===== src/rtl/tt_fifo_pkg.sv =====
// Shared constants and helpers for the tt_sync_fifo slice.
// Default geometry plus a constant-foldable clog2.
package tt_fifo_pkg;

  localparam int FIFO_WIDTH = 8;
  localparam int FIFO_DEPTH = 16;

  function automatic int clog2(input int v);
    int r;
    int x;
    r = 0;
    x = v - 1;
    while (x > 0) begin
      r = r + 1;
      x = x >> 1;
    end
    return r;
  endfunction

endpackage


===== src/rtl/tt_sync_fifo_if.sv =====
// Push/pop/status bundle of the tile FIFO.
// FIFO_ERR_FLAGS_EN adds the sticky ovf_err/udf_err lines.
interface tt_sync_fifo_if
  import tt_fifo_pkg::*;
#(
  parameter int WIDTH = FIFO_WIDTH,
  parameter int DEPTH = FIFO_DEPTH
);

  localparam int AW = clog2(DEPTH);

  logic             wr_en;
  logic [WIDTH-1:0] wr_data;
  logic             rd_en;
  logic [WIDTH-1:0] rd_data;
  logic             rd_valid;
  logic             full;
  logic             empty;
  logic [AW:0]      count;
`ifdef FIFO_ERR_FLAGS_EN
  logic             ovf_err;
  logic             udf_err;
`endif

  modport master (
    output wr_en, wr_data, rd_en,
`ifdef FIFO_ERR_FLAGS_EN
    input  ovf_err, udf_err,
`endif
    input  rd_data, rd_valid, full, empty, count
  );

  modport slave (
    input  wr_en, wr_data, rd_en,
`ifdef FIFO_ERR_FLAGS_EN
    output ovf_err, udf_err,
`endif
    output rd_data, rd_valid, full, empty, count
  );

endinterface


===== src/rtl/tt_fifo_mem.sv =====
// DEPTH x WIDTH register file: sync write, async read.
// Contents are intentionally not reset.
module tt_fifo_mem
  import tt_fifo_pkg::*;
#(
  parameter int WIDTH = FIFO_WIDTH,
  parameter int DEPTH = FIFO_DEPTH,
  localparam int AW = clog2(DEPTH)
) (
  input  logic             clk,
  input  logic             we,
  input  logic [AW-1:0]    waddr,
  input  logic [WIDTH-1:0] wdata,
  input  logic [AW-1:0]    raddr,
  output logic [WIDTH-1:0] rdata
);

  logic [WIDTH-1:0] mem_q [DEPTH];

  // storage write
  always_ff @(posedge clk) begin
    if (we) mem_q[waddr] <= wdata;
  end

  assign rdata = mem_q[raddr];

endmodule


===== src/rtl/tt_sync_fifo.sv =====
// Single-clock FIFO with registered read port and ena gating.
// Optional: FIFO_ERR_FLAGS_EN enables sticky ovf_err/udf_err.
module tt_sync_fifo
  import tt_fifo_pkg::*;
#(
  parameter int WIDTH = FIFO_WIDTH,
  parameter int DEPTH = FIFO_DEPTH
) (
  input  logic clk,
  input  logic rst_n,
  input  logic ena,
  tt_sync_fifo_if.slave bus
);

  localparam int AW = clog2(DEPTH);
  localparam logic [AW:0]   DEPTH_C = (AW+1)'(DEPTH);
  localparam logic [AW-1:0] PTR_ONE = AW'(1);

  logic [AW-1:0]    wr_ptr_q, wr_ptr_d;
  logic [AW-1:0]    rd_ptr_q, rd_ptr_d;
  logic [AW:0]      count_q, count_d;
  logic             full_q, full_d;
  logic             empty_q, empty_d;
  logic             rd_valid_q, rd_valid_d;
  logic [WIDTH-1:0] rd_data_q, rd_data_d;
  logic [WIDTH-1:0] mem_rdata;
  logic             push, pop, mem_we;

  tt_fifo_mem #(
    .WIDTH (WIDTH),
    .DEPTH (DEPTH)
  ) u_mem (
    .clk   (clk),
    .we    (mem_we),
    .waddr (wr_ptr_q),
    .wdata (bus.wr_data),
    .raddr (rd_ptr_q),
    .rdata (mem_rdata)
  );

  // push/pop qualification and next-state
  always_comb begin
    pop        = bus.rd_en & ~empty_q;
    push       = bus.wr_en & (~full_q | pop);
    mem_we     = push & ena;
    wr_ptr_d   = wr_ptr_q;
    rd_ptr_d   = rd_ptr_q;
    count_d    = count_q;
    rd_valid_d = rd_valid_q;
    rd_data_d  = rd_data_q;
    if (ena) begin
      if (push) wr_ptr_d = wr_ptr_q + PTR_ONE;
      if (pop) begin
        rd_ptr_d  = rd_ptr_q + PTR_ONE;
        rd_data_d = mem_rdata;
      end
      rd_valid_d = pop;
      count_d    = count_q + {{AW{1'b0}}, push}
                           - {{AW{1'b0}}, pop};
    end
    full_d  = (count_d == DEPTH_C);
    empty_d = (count_d == '0);
  end

  // control and output registers
  always_ff @(posedge clk or negedge rst_n) begin
    if (!rst_n) begin
      wr_ptr_q   <= '0;
      rd_ptr_q   <= '0;
      count_q    <= '0;
      full_q     <= 1'b0;
      empty_q    <= 1'b1;
      rd_valid_q <= 1'b0;
      rd_data_q  <= '0;
    end else begin
      wr_ptr_q   <= wr_ptr_d;
      rd_ptr_q   <= rd_ptr_d;
      count_q    <= count_d;
      full_q     <= full_d;
      empty_q    <= empty_d;
      rd_valid_q <= rd_valid_d;
      rd_data_q  <= rd_data_d;
    end
  end

  assign bus.rd_data  = rd_data_q;
  assign bus.rd_valid = rd_valid_q;
  assign bus.full     = full_q;
  assign bus.empty    = empty_q;
  assign bus.count    = count_q;

`ifdef FIFO_ERR_FLAGS_EN
  logic ovf_err_q, ovf_err_d;
  logic udf_err_q, udf_err_d;

  // sticky error flags, cleared only by reset
  always_comb begin
    ovf_err_d = ovf_err_q;
    udf_err_d = udf_err_q;
    if (ena) begin
      ovf_err_d = ovf_err_q
                | (bus.wr_en & full_q & ~bus.rd_en);
      udf_err_d = udf_err_q | (bus.rd_en & empty_q);
    end
  end

  // error flag registers
  always_ff @(posedge clk or negedge rst_n) begin
    if (!rst_n) begin
      ovf_err_q <= 1'b0;
      udf_err_q <= 1'b0;
    end else begin
      ovf_err_q <= ovf_err_d;
      udf_err_q <= udf_err_d;
    end
  end

  assign bus.ovf_err = ovf_err_q;
  assign bus.udf_err = udf_err_q;
`endif

endmodule


===== src/flat_wrapper.sv =====
// flat-port wrapper written by rule: the top's interface ports become plain ports
module tt_sync_fifo_flat import tt_fifo_pkg::*;
#(
  parameter int WIDTH = FIFO_WIDTH,
  parameter int DEPTH = FIFO_DEPTH
)
  (clk, rst_n, ena, bus_wr_en, bus_wr_data, bus_rd_en, bus_rd_data, bus_rd_valid, bus_full, bus_empty, bus_count);
  tt_sync_fifo_if #(.WIDTH(WIDTH), .DEPTH(DEPTH)) bus_i ();
  input  logic clk;
  input  logic rst_n;
  input  logic ena;
  input wire logic [$bits(bus_i.wr_en)-1:0] bus_wr_en;
  input wire logic [$bits(bus_i.wr_data)-1:0] bus_wr_data;
  input wire logic [$bits(bus_i.rd_en)-1:0] bus_rd_en;
  output wire logic [$bits(bus_i.rd_data)-1:0] bus_rd_data;
  output wire logic [$bits(bus_i.rd_valid)-1:0] bus_rd_valid;
  output wire logic [$bits(bus_i.full)-1:0] bus_full;
  output wire logic [$bits(bus_i.empty)-1:0] bus_empty;
  output wire logic [$bits(bus_i.count)-1:0] bus_count;
  assign bus_i.wr_en = bus_wr_en;
  assign bus_i.wr_data = bus_wr_data;
  assign bus_i.rd_en = bus_rd_en;
  assign bus_rd_data = bus_i.rd_data;
  assign bus_rd_valid = bus_i.rd_valid;
  assign bus_full = bus_i.full;
  assign bus_empty = bus_i.empty;
  assign bus_count = bus_i.count;
  tt_sync_fifo #(.WIDTH(WIDTH), .DEPTH(DEPTH)) u_core (.clk(clk), .rst_n(rst_n), .ena(ena), .bus(bus_i));
endmodule

===== config.mk =====
export PLATFORM = sky130hd
export DESIGN_NAME = tt_sync_fifo_flat
export DESIGN_NICKNAME = d
export VERILOG_FILES = /design/src/rtl/tt_fifo_pkg.sv /design/src/rtl/tt_sync_fifo_if.sv /design/src/rtl/tt_fifo_mem.sv /design/src/rtl/tt_sync_fifo.sv /design/src/flat_wrapper.sv
export SDC_FILE = /design/constraint.sdc
export NUM_CORES = 1
export LEC_CHECK = 0
export CAP_MARGIN = 20
export CELL_PAD_IN_SITES_DETAIL_PLACEMENT = 1
export CELL_PAD_IN_SITES_GLOBAL_PLACEMENT = 1
export CORE_ASPECT_RATIO = 0.5
export CORE_MARGIN = 5
export CORE_UTILIZATION = 45
export DETAILED_ROUTE_END_ITERATION = 8
export PLACE_DENSITY = 0.68
export SETUP_SLACK_MARGIN = 0.1
export SYNTH_ARGS = -nofsm -noshare
export SYNTH_HDL_FRONTEND = slang
export SYNTH_SLANG_ARGS = --single-unit

===== constraint.sdc =====
create_clock -name clk -period 6 [get_ports clk]
set_input_delay 1.2 -clock clk [delete_from_list [all_inputs] [get_ports clk]]
set_output_delay 1.2 -clock clk [all_outputs]
set_load 0.03 [all_outputs]

[Word-level counts from Yosys, hierarchy flattened]
Memories as Yosys holds them, arrays and structs flattened. A register that Yosys moved wholly into a read port is not among the register bits.
Index checks and enable logic that the tools add are counted.
Storage, ports and cells
  register bits after elaboration: 16
  bits in writable memories: 128
  input bits: 13
  output and inout bits: 16
  word-level logic and storage cells: 25
  memories: 1
Memory list
  u_core.u_mem.mem_q: words 16, width 8, rd ports 1, clocked after memory_dff 1, write ports 1, line tt_fifo_mem.sv:18  | logic [WIDTH-1:0] mem_q [DEPTH];
Operators by class
  add/subtract/negate cells: 4
  eq/ne operators: 1
  muxes and demuxes: 3
  bitwise operators: 6
  reductions and logical operators: 4
Operators by type and width (count)
  $add 4x1->4 const B: 2
  $add 5x1->5: 1
  $eq 5x5->1 const B: 1
  $logic_not 5->1: 1
  $mux 5: 1
  $sub 5x1->5: 1
  $reduce_and 2->1: 2
  $and 1x1->1: 3
  $mux 1: 2
  $not 1->1: 2
  $logic_not 1->1: 1
  $or 1x1->1: 1

[Depth between registers and ports, before layout]
Gate-level depths: netlist of run 1.
  word-level depth: 8
  depth in mapped cells: 9
  gate-level depth less buffers: 9

[Cells and area by module]
Synthesis of run 1 repeated with hierarchy kept, for this count alone.
Second synthesis, totals
  cells, all modules: 322
  area, all modules: 6184.7 um^2
Modules (own cells, without submodules)
  tt_fifo_mem: times used 1, cells an instance 221, area each 4987.3 um^2, sequential area each 3843.7 um^2
  tt_sync_fifo: times used 1, cells an instance 101, area each 1197.4 um^2, sequential area each 601.8 um^2

[Worst setup path after synthesis of run 1]
Ideal clock, no wire load.
  kind: in2reg
  from: input port bus_rd_en
  to: register u_core.empty_q (netlist: u_core.bus.empty)
  library setup time: 0.096 ns
  arrival: 3.152 ns
  data required time: 5.904 ns
  path slack: 2.752 ns
  cell stages on the path: 9
  buffers on the path: 0
  cells stage by stage: nor2b_1 > ha_1 > inv_1 > ha_1 > fa_1 > a21o_1 > a2111oi_0 > nand4b_1 > nor4bb_1
On the way
  longest elaborated chain between the ends: 7
Ends and longest elaborated chain
  from (decl): line flat_wrapper.sv:14  | input wire logic [$bits(bus_i.rd_en)-1:0] bus_rd_en;
  $and 1x1->1 *: line tt_sync_fifo.sv:43  | pop = bus.rd_en & ~empty_q;
  $or 1x1->1: line tt_sync_fifo.sv:44  | push = bus.wr_en & (~full_q | pop);
  $and 1x1->1: line tt_sync_fifo.sv:44
  $add 5x1->5: line tt_sync_fifo.sv:58  | count_d = count_q + {{AW{1'b0}}, push}
  $sub 5x1->5 *: line tt_sync_fifo.sv:59  | - {{AW{1'b0}}, pop};
  $mux 5 *: line tt_sync_fifo.sv:51  | if (ena) begin
  $logic_not 5->1 *: line tt_sync_fifo.sv:62  | empty_d = (count_d == '0);
  via u_core.empty_d: line tt_sync_fifo.sv:23  | logic empty_q, empty_d;
  to (signal assigned): line tt_sync_fifo.sv:80  | empty_q <= empty_d;
  to (decl): line tt_sync_fifo.sv:23
Mark *: on every way through the listed nets, which the timed path passes. The rest lies on a longest branch.
A chain may end at the register's enable or synchronous reset.

[Worst setup path in the final report of run 1]
  from: input port bus_rd_en
  to: register u_core.empty_q (netlist: u_core.bus.empty)
On the way
  longest elaborated chain between the ends: 7
Ends and longest elaborated chain
  $and 1x1->1 *: line tt_sync_fifo.sv:43
  via u_core.pop: line tt_sync_fifo.sv:27  | logic push, pop, mem_we;
  $or 1x1->1: line tt_sync_fifo.sv:44
  $and 1x1->1: line tt_sync_fifo.sv:44
  $add 5x1->5: line tt_sync_fifo.sv:58
  $sub 5x1->5 *: line tt_sync_fifo.sv:59
  $mux 5 *: line tt_sync_fifo.sv:51
  $logic_not 5->1 *: line tt_sync_fifo.sv:62
  via u_core.empty_d: line tt_sync_fifo.sv:23
Marked as above.

==> results of run 1 <==
## layout by cell type, fill, tap and decap left out, drive strengths merged, types with 2 or more instances in the layout
cell type and n:
a21oi 4, nor3 4, mux2i 12, nor3b 2, mux4 30, nor2b 2
nand4b 2, clkinv 4, dfrtp 23, and2 17, nand4 4, mux2 8
a22oi 8, inv 13, buf 4, o21ai 10, xnor2 7, clkbuf 20
nand2 11, nor2 4, ha 10, bufinv 6, clkdlybuf4s50 28, a21o 2
edfxtp 128
## layer usage
metal | share of wire [%] | vias to the layer above | global-route usage, %
met5 | 0 | - | 0
met4 | 0.88 | 0 | 7.01
met3 | 3.4 | 10 | 3.68
met2 | 50 | 70 | 28.4
met1 | 45 | 1720 | 23.3
li1 | - | 1401 | -
## cells by family after synthesis
family | count (synthesis) | synth area share, %
fa+ha+maj | 11 | 2.31
mux | 50 | 14.7
xor+xnor | 7 | 0.977
simple gates | 54 | 4.95
buf+inv | 25 | 2.75
flops | 152 | 70.8
compound gates | 33 | 3.51
## layout make-up
class / instances / area (µm²)
Clock buffer: 20 / 437
Clock inverter: 12 / 223
Fill cell: 1234 / 6220
Inverter: 12 / 45.0
Multi-Input combinational cell: 155 / 1660
Sequential cell: 152 / 4450
Tap cell: 192 / 240
Timing Repair Buffer: 32 / 323
## flip-flops by register name (all words and copies together) (netlist names)
| signal | count |
|---|---|
| u_core.bus.rd_data | 8 |
| u_core.u_mem.mem_q | 128 |
| u_core.wr_ptr_q | 4 |
| u_core.bus.full | 1 |
| u_core.bus.rd_valid | 1 |
| u_core.bus.empty | 1 |
| u_core.bus.count | 5 |
| u_core.rd_ptr_q | 4 |
## power by group through the flow
| stage | clock network (mW) | logic [mW] | registers (mW) |
|---|---|---|---|
| final | 1.19 | 1.06 | 1.37 |
| after global routing | 1.26 | 1.15 | 1.39 |
| after CTS | 1.21 | 1.02 | 1.42 |
| after detailed placement | 0 | 1.02 | 1.43 |
| after global placement | 0 | 0.965 | 1.42 |
| after floorplan | 0 | 0.700 | 1.44 |
## per-stage QoR
| step | worst slack, ns | std cells | instance area, µm² |
|---|---|---|---|
| floorplan | 2.75 | 332 | 6270 |
| global placement | 2.13 | 542 | 6690 |
| detailed placement | 1.91 | 542 | 6690 |
| CTS | 2.33 | 574 | 7350 |
| global route | 2.17 | 575 | 7370 |
| finish | 2.36 | 575 | 7370 |
## critical path, delay by kind of cell
kind | cells | cell delay (ns)
adders and majority gates | 3 | 0.83
AOI/OAI and AO/OA | 2 | 0.45
and+or+nand+nor | 2 | 0.63
buffers and inverters | 2 | 0.54
muxes | 1 | 0.30
## final timing paths
check,slack (ns),start,cells past startpoint,endpoint
worst min-delay path,0.50,u_core.bus.rd_valid,1,u_core.bus.rd_valid
max in group asynchronous,4.51,rst_n,2,u_core.bus.empty
min in group asynchronous,1.17,rst_n,2,u_core.bus.count[0]
worst min register to register,0.50,u_core.bus.rd_valid,1,u_core.bus.rd_valid
worst max register to register,3.22,u_core.bus.empty,9,u_core.bus.empty
worst max-delay path,2.36,bus_rd_en,10,u_core.bus.empty
==> flow_summary_export.csv, run 1 <==
group,metric,value,unit
outcome,status,"finished clean",
pwr,cellLeakagePower,2.55,nW
route,drtIter0Drc,278,
synthesis,ys_types,46,
cells_and_area,n_antenna_cell,0,
setup_path,critPathMaxStageDelay,0.50,ns
job,cap_violations,0,
route,ant_nets,0,
synthesis,ys_seq_area_share,70.8,%
synthesis,avgSynthCellArea,18.9,µm²
pwr,total_power,3.62,mW
setup_path,required,6.31,ns
sta,hold_viol,0,
pwr,ir_worst_vdd,0.238,mV
setup_path,cp-end-kind,"flop",
setup_path,crit_fanout,5,
setup_path,worstPathArrival,3.94,ns
route,drt-pass1-iter-count,4,
clocking,clock-root-buffer,"clkbuf_16",
sta,tightest_slew,0.727,ns
synthesis,synth_edf_count,128,
clocking,insertion_delay,0.41,ns
synthesis,yosysMostFrequentCell,"edfxtp_1",
grt,grt_pass1_wl,21000,µm
grt,grt_pass1_vias,3526,
sta,fin_crit,3.64,ns
cells_and_area,drive_gt1_share,17.0,%
synthesis,synthTopCellsByArea,"edfxtp_1 (61%), dfrtp_1 (9.2%), mux4_2 (7.5%), mux4_1 (3.8%), ha_1 (2.0%)",
sta,timing.setup.tns,0,ns
sta,maxSlewViolCount,0,
setup_path,path_cells,"clkdlybuf4s50_1 > nor2b_1 > ha_1 > inv_1 > ha_1 > fa_1 > a21o_1 > a21oi_1 > mux2i_1 > nor4bb_1",
pwr,switchingPower,1.08,mW
floorplanning,fp.dieH,93.5,µm
floorplanning,fp.dieW,177,µm
route,avgRoutedWirePerCell,23.3,µm
hold_path,hold_path.class,"flop to flop",
synthesis,synthFlopType,"edfxtp_1",
sta,slew_headroom,51.4,%
cells_and_area,syn_to_final_growth,17.5,%
floorplanning,die_area,16500,µm²
clocking,htreeDepth,4,
sta,rsz0062_at_grt,"no",
floorplanning,fp-row-count,30,
sta,fmax,0.275,GHz
placement,dp_hpwl,8440,µm
synthesis,async_flop_share,15.8,%
cells_and_area,nets,394,
clocking,cts_tree,"done",
clocking,cts_buffers,17,
synthesis,yosysWarnings,0,
synthesis,yosys.area.top_type,"edfxtp_1",
route,vias,3201,
clocking,clk_path_buf_depth,2,
synthesis,synthCells,332,
clocking,clk_pin_slew,0.06,ns
route,drcViolationCount,0,
pwr,switching_share,29.8,%
synthesis,synth_common_cells,"edfxtp_1 (128), dfrtp_1 (23), mux4_2 (21)",
sta,finClkSkew,0.00750,ns
grt,grt_antenna_before_repair,0,
clocking,cts_hold_buf,0,
floorplanning,ioPinCount,29,
pwr,seq_power_share,37.8,%
placement,place.gp.congestion,0.756,
synthesis,ys_seq_elements,152,
route,drt-vias-per-instance,5.57,
placement,io_buffers,28,
synthesis,yosysTopAreaCellShare,61.3,%
clocking,clock_sinks,152,
setup_path,path_class,"primary input to flop",
pwr,p_clk_share,32.8,%
sta,finalSetupViolations,0,
synthesis,syn_area,6270,µm²
clocking,cts_setup_buffers,0,
sta,finalCritPeriodShare,60.6,%
setup_path,critPathSlowestCell,"clkdlybuf4s50_1",
floorplanning,start_util,46.2,%
floorplanning,core_area,13600,µm²
setup_path,cpMostUsedCell,"ha_1",
cells_and_area,final_core_util,54.2,%
pwr,power_density,491,nW/µm²
grt,grt.overflow.total,0,
pwr,power.internal,2.54,mW
synthesis,syn_nets,356,
grt,grt_max_degree,38,
route,drt_wl_total,13400,µm
pwr,combPwrFrac,29.4,%
clocking,cts_resized,0,
sta,worst_hold_slack,0.497,ns
setup_path,cp-start-kind,"primary input",
grt,grt_use_total,17.5,%
No activity file was read; power rests on OpenSTA's default activity.
==> run 2: changes to the inputs <==
==> constraint.sdc (replaced) <==
create_clock -name clk -period 3.7 [get_ports clk]
set_input_delay 0.74 -clock clk [delete_from_list [all_inputs] [get_ports clk]]
set_output_delay 0.74 -clock clk [all_outputs]
set_load 0.03 [all_outputs]
==> flow_summary_export.csv, run 2 (same netlist as run 1, synthesis figures left out) <==
group,metric,value,unit
floorplanning,die_area,16500,µm²
clocking,clock-root-buffer,"clkbuf_16",
clocking,insertion_delay,0.42,ns
grt,grt_pass1_wl,21200,µm
setup_path,critPathMaxStageDelay,0.50,ns
setup_path,path_cells,"clkdlybuf4s50_1 > nor2b_1 > ha_1 > inv_1 > ha_1 > fa_1 > a21o_1 > a2111oi_0 > nand4b_1 > nor4bb_1",
route,ant_nets,0,
setup_path,worstPathArrival,3.59,ns
floorplanning,fp.dieW,177,µm
sta,fmax,0.306,GHz
clocking,htreeDepth,4,
floorplanning,fp-row-count,30,
sta,rsz0062_at_grt,"no",
cells_and_area,nets,398,
pwr,power_density,766,nW/µm²
clocking,cts_buffers,17,
cells_and_area,layout_common_cells,"edfxtp_1 (128), clkdlybuf4s50_1 (28), dfrtp_1 (22), mux4_2 (21)",
sta,finalSetupViolations,0,
route,drcViolationCount,0,
route,drt-vias-per-instance,5.53,
pwr,switching_share,33.1,%
setup_path,critPathSlowestCell,"clkdlybuf4s50_1",
cells_and_area,final_core_util,53.7,%
pwr,cellLeakagePower,2.53,nW
floorplanning,fp.dieH,93.5,µm
setup_path,path_class,"primary input to flop",
outcome,status,"finished clean",
setup_path,timing.critical_path.buf_inv,2,
sta,fin_crit,3.27,ns
route,drt-pass1-iter-count,4,
cells_and_area,syn_to_final_growth,16.3,%
grt,grt_use_total,17.7,%
setup_path,required,4.02,ns
placement,dp_hpwl,8900,µm
cells_and_area,n_antenna_cell,0,
placement,io_buffers,28,
clocking,cts_setup_buffers,0,
clocking,cts_hold_buf,0,
cells_and_area,largest_reg_flops,128,
sta,timing.setup.tns,0,ns
setup_path,cpMostUsedCell,"ha_1",
setup_path,crit_fanout,5,
grt,grt_antenna_before_repair,0,
hold_path,hold_path.class,"flop to flop",
placement,place.gp.congestion,0.873,
pwr,power.internal,3.74,mW
floorplanning,core_area,13600,µm²
pwr,seq_power_share,41.3,%
clocking,cts_resized,0,
sta,maxSlewViolCount,0,
setup_path,critical_path.top_delay_family,"simple AND/OR/NAND/NOR gates",
clocking,clk_path_buf_depth,2,
cells_and_area,top_register,"u_core.u_mem.mem_q",
route,drt_wl_total,13700,µm
pwr,switchingPower,1.85,mW
grt,grt.overflow.total,0,
clocking,clock_sinks,152,
sta,hold_viol,0,
pwr,combPwrFrac,29.3,%
setup_path,cp-start-kind,"primary input",
sta,finalCritPeriodShare,88.4,%
cells_and_area,layout_commonest_cell,"edfxtp_1",
sta,finClkSkew,0.00980,ns
clocking,clk_pin_slew,0.06,ns
cells_and_area,drive_gt1_share,18.6,%
job,cap_violations,0,
grt,grt_pass1_vias,3533,
floorplanning,start_util,46.2,%
pwr,ir_worst_vdd,0.347,mV
clocking,cts_tree,"done",
sta,slew_headroom,48.2,%
sta,tightest_slew,0.777,ns
floorplanning,ioPinCount,29,
route,avgRoutedWirePerCell,23.6,µm
grt,grt_max_degree,27,
route,drtIter0Drc,226,
pwr,p_clk_share,29.3,%
setup_path,cp-end-kind,"flop",
route,vias,3203,
==> run 2: worst reg2reg max path: stages (launching register included) <==
cell and delay [ns]:
dfstp_2 0.56, nor2b_1 0.11, ha_1 0.30, inv_1 0.04, ha_1 0.21, fa_1 0.41, a21o_1 0.23, a2111oi_0 0.43
nand4b_1 0.22, nor4bb_1 0.24
==> run 2: final timing paths <==
| path | slack [ns] | end | depth (start not counted) | startpoint |
|---|---|---|---|---|
| worst max-delay path | 0.43 | u_core.bus.empty | 10 | bus_rd_en |
| worst min-delay path | 0.50 | u_core.bus.rd_valid | 1 | u_core.bus.rd_valid |
| worst max register to register | 0.85 | u_core.bus.empty | 9 | u_core.bus.empty |
| worst min register to register | 0.50 | u_core.bus.rd_valid | 1 | u_core.bus.rd_valid |
| max in group asynchronous | 2.51 | u_core.bus.rd_data[4] | 2 | rst_n |
| min in group asynchronous | 0.68 | u_core.bus.count[4] | 1 | rst_n |
==> run 2: power by group through the flow <==
stage          Combinational (mW)  Sequential [mW]  Clock (mW)
2_1_floorplan                1.14             2.34           0
3_3_place_gp                 1.58             2.33           0
3_5_place_dp                 1.64             2.35           0
4_1_cts                      1.66             2.32        1.67
5_1_grt                      1.77             2.35        1.76
6_report                     1.64             2.31        1.64
==> run 2: routing by layer <==
metal  wire length [µm]  global-route usage (%)
met4                148                    5.53
met1               6120                    24.0
met5                  0                       0
met2               6740                    28.6
met3                653                    4.24
==> run 2: cell type report <==
| class | count | area, µm² |
|---|---|---|
| flip-flops and latches | 152 | 4450 |
| clock inverters | 14 | 133 |
| repair buffers | 36 | 344 |
| clock buffers | 18 | 429 |
| multi-input cells | 155 | 1660 |
| well taps | 192 | 240 |
| inverters | 12 | 45.0 |
| fillers | 1249 | 6290 |
==> run 2: per-stage QoR <==
step | std cells | area [µm²] | setup slack (ns) | power (mW) | hold slack, ns
2_1_floorplan | 332 | 6270 | 0.912 | 3.48 | 0.444
3_3_place_gp | 546 | 6720 | 0.312 | 3.91 | 0.466
3_5_place_dp | 546 | 6720 | 0.0435 | 4.00 | 0.484
4_1_cts | 578 | 7280 | 0.466 | 5.65 | 0.499
5_1_grt | 579 | 7290 | 0.350 | 5.88 | 0.523
6_report | 579 | 7290 | 0.428 | 5.59 | 0.500
==> run 3: changes to the inputs <==
--- a/config.mk
+++ b/config.mk
@@ -10,9 +10,10 @@
 export CELL_PAD_IN_SITES_GLOBAL_PLACEMENT = 1
 export CORE_ASPECT_RATIO = 0.5
 export CORE_MARGIN = 5
-export CORE_UTILIZATION = 45
+export CORE_UTILIZATION = 52
 export DETAILED_ROUTE_END_ITERATION = 8
-export PLACE_DENSITY = 0.68
+export GPL_TIMING_DRIVEN = 1
+export PLACE_DENSITY = 0.77
 export SETUP_SLACK_MARGIN = 0.1
 export SYNTH_ARGS = -nofsm -noshare
 export SYNTH_HDL_FRONTEND = slang
==> flow_summary_export.csv, run 3 (same netlist as run 1, synthesis figures left out) <==
group,metric,value,unit
pwr,cellLeakagePower,2.51,nW
cells_and_area,layout_commonest_cell,"edfxtp_1",
placement,dp_cells,519,
clocking,clk_path_buf_depth,2,
grt,grt_max_degree,25,
setup_path,cp-end-kind,"flop",
clocking,cts_tree,"done",
grt,grt_use_total,21.9,%
job,cap_violations,0,
route,avgRoutedWirePerCell,26.5,µm
placement,io_buffers,28,
pwr,total_power,5.61,mW
setup_path,crit_fanout,5,
sta,maxSlewViolCount,0,
sta,finalCritPeriodShare,89.6,%
floorplanning,die_area,14500,µm²
clocking,cts_resized,0,
sta,timing.final.ws_setup,0.385,ns
grt,grt_pass1_wl,22200,µm
pwr,power_density,775,nW/µm²
clocking,htreeDepth,4,
setup_path,path_class,"primary input to flop",
cells_and_area,layout_common_cells,"edfxtp_1 (128), clkdlybuf4s50_1 (28), dfrtp_1 (22), mux4_2 (21)",
pwr,ir_worst_vdd,0.362,mV
clocking,clock-root-buffer,"clkbuf_16",
placement,place.gp.congestion,0.774,
clocking,insertion_delay,0.42,ns
sta,finalSetupViolations,0,
cells_and_area,syn_to_final_growth,15.5,%
cells_and_area,fillers,1025,
sta,fmax,0.302,GHz
cells_and_area,nets,397,
floorplanning,fp-row-count,28,
floorplanning,fp.dieH,87.7,µm
floorplanning,start_util,53.1,%
placement,dp_hpwl,9020,µm
route,drt_wl_total,14600,µm
placement,dp_slack,-0.00559,ns
clocking,cts_setup_buffers,0,
cells_and_area,drive_gt1_share,17.1,%
route,drcViolationCount,0,
route,drt-vias-per-instance,5.85,
cells_and_area,n_antenna_cell,0,
hold_path,hold_path.class,"flop to flop",
sta,finClkSkew,0.00964,ns
cells_and_area,top_register,"u_core.u_mem.mem_q",
sta,worst_hold_slack,0.477,ns
sta,slew_headroom,41.5,%
grt,grt.overflow.total,0,
clocking,cts_buffers,17,
outcome,status,"finished clean",
clocking,cts_hold_buf,0,
floorplanning,fp.dieW,165,µm
route,drtIter0Drc,288,
floorplanning,ioPinCount,29,
floorplanning,core_area,11800,µm²
cells_and_area,fin_cells,550,
setup_path,worstPathArrival,3.62,ns
clocking,clock_sinks,152,
grt,grt_antenna_before_repair,0,
setup_path,cp-start-kind,"primary input",
setup_path,required,4.01,ns
route,ant_nets,0,
clocking,clk_pin_slew,0.06,ns
sta,fin_crit,3.32,ns
grt,grt_pass1_vias,3528,
sta,hold_viol,0,
route,vias,3217,
cells_and_area,largest_reg_flops,128,
sta,rsz0062_at_grt,"no",
route,drt-pass1-iter-count,4,
sta,tightest_slew,0.875,ns
==> run 3: changes by cell type in the layout (fill, tap and decap cells not counted), sizes merged <==
cell,change
clkbuf,+2
clkinv,-1
clkinvlp,+1
inv,-5
bufinv,+2
buf,-1
==> run 3: power by group <==
part / leakage (nW) / internal (mW) / switching (mW)
Sequential: 1.44 / 2.06 / 0.229
Combinational: 0.801 / 0.790 / 0.867
Clock: 0.266 / 0.991 / 0.678
Total: 2.51 / 3.84 / 1.77
==> run 3: worst paths after layout <==
check                               startpoint             endpoint  slack [ns]  cells after the start
setup reg to reg              u_core.bus.empty     u_core.bus.empty        0.81                      9
hold / removal             u_core.bus.rd_valid  u_core.bus.rd_valid        0.48                      1
max in group asynchronous                rst_n     u_core.bus.empty        2.67                      2
min in group asynchronous                rst_n  u_core.bus.count[0]        0.72                      2
hold reg to reg            u_core.bus.rd_valid  u_core.bus.rd_valid        0.48                      1
setup / recovery                     bus_rd_en     u_core.bus.empty        0.38                     10
==> run 3: final cells by class <==
class                   instances  area, µm²  area share (%)
clock inverters                11        123            1.69
inverters                      12       45.0           0.622
well taps                     165        206            2.85
clock buffers                  20        437            6.03
flip-flops and latches        152       4450            61.4
multi-input cells             155       1660            22.9
repair buffers                 35        333            4.59
==> run 3: through the flow <==
step           util [%]  setup TNS [ns]  cell area (µm²)
2_1_floorplan         -               0             6270
3_3_place_gp       56.6               0             6690
3_5_place_dp       56.6        -0.00559             6690
4_1_cts            61.4               0             7250
5_1_grt            61.4               0             7250
6_report           61.4               0             7250
==> run 3: critical path: stages <==
cell and delay (ns):
clkdlybuf4s50_1 0.50, nor2b_1 0.34, ha_1 0.18, inv_1 0.05, ha_1 0.22, fa_1 0.41, a21o_1 0.23, a2111oi_0 0.49
nand4b_1 0.21, nor4bb_1 0.26
==> run 3: layer usage <==
| layer | wire [µm] | track usage, % |
|---|---|---|
| met1 | 6260 | 28.6 |
| met4 | 208 | 6.06 |
| met3 | 998 | 7.19 |
| met2 | 7100 | 36.1 |
| met5 | 0 | 0 |
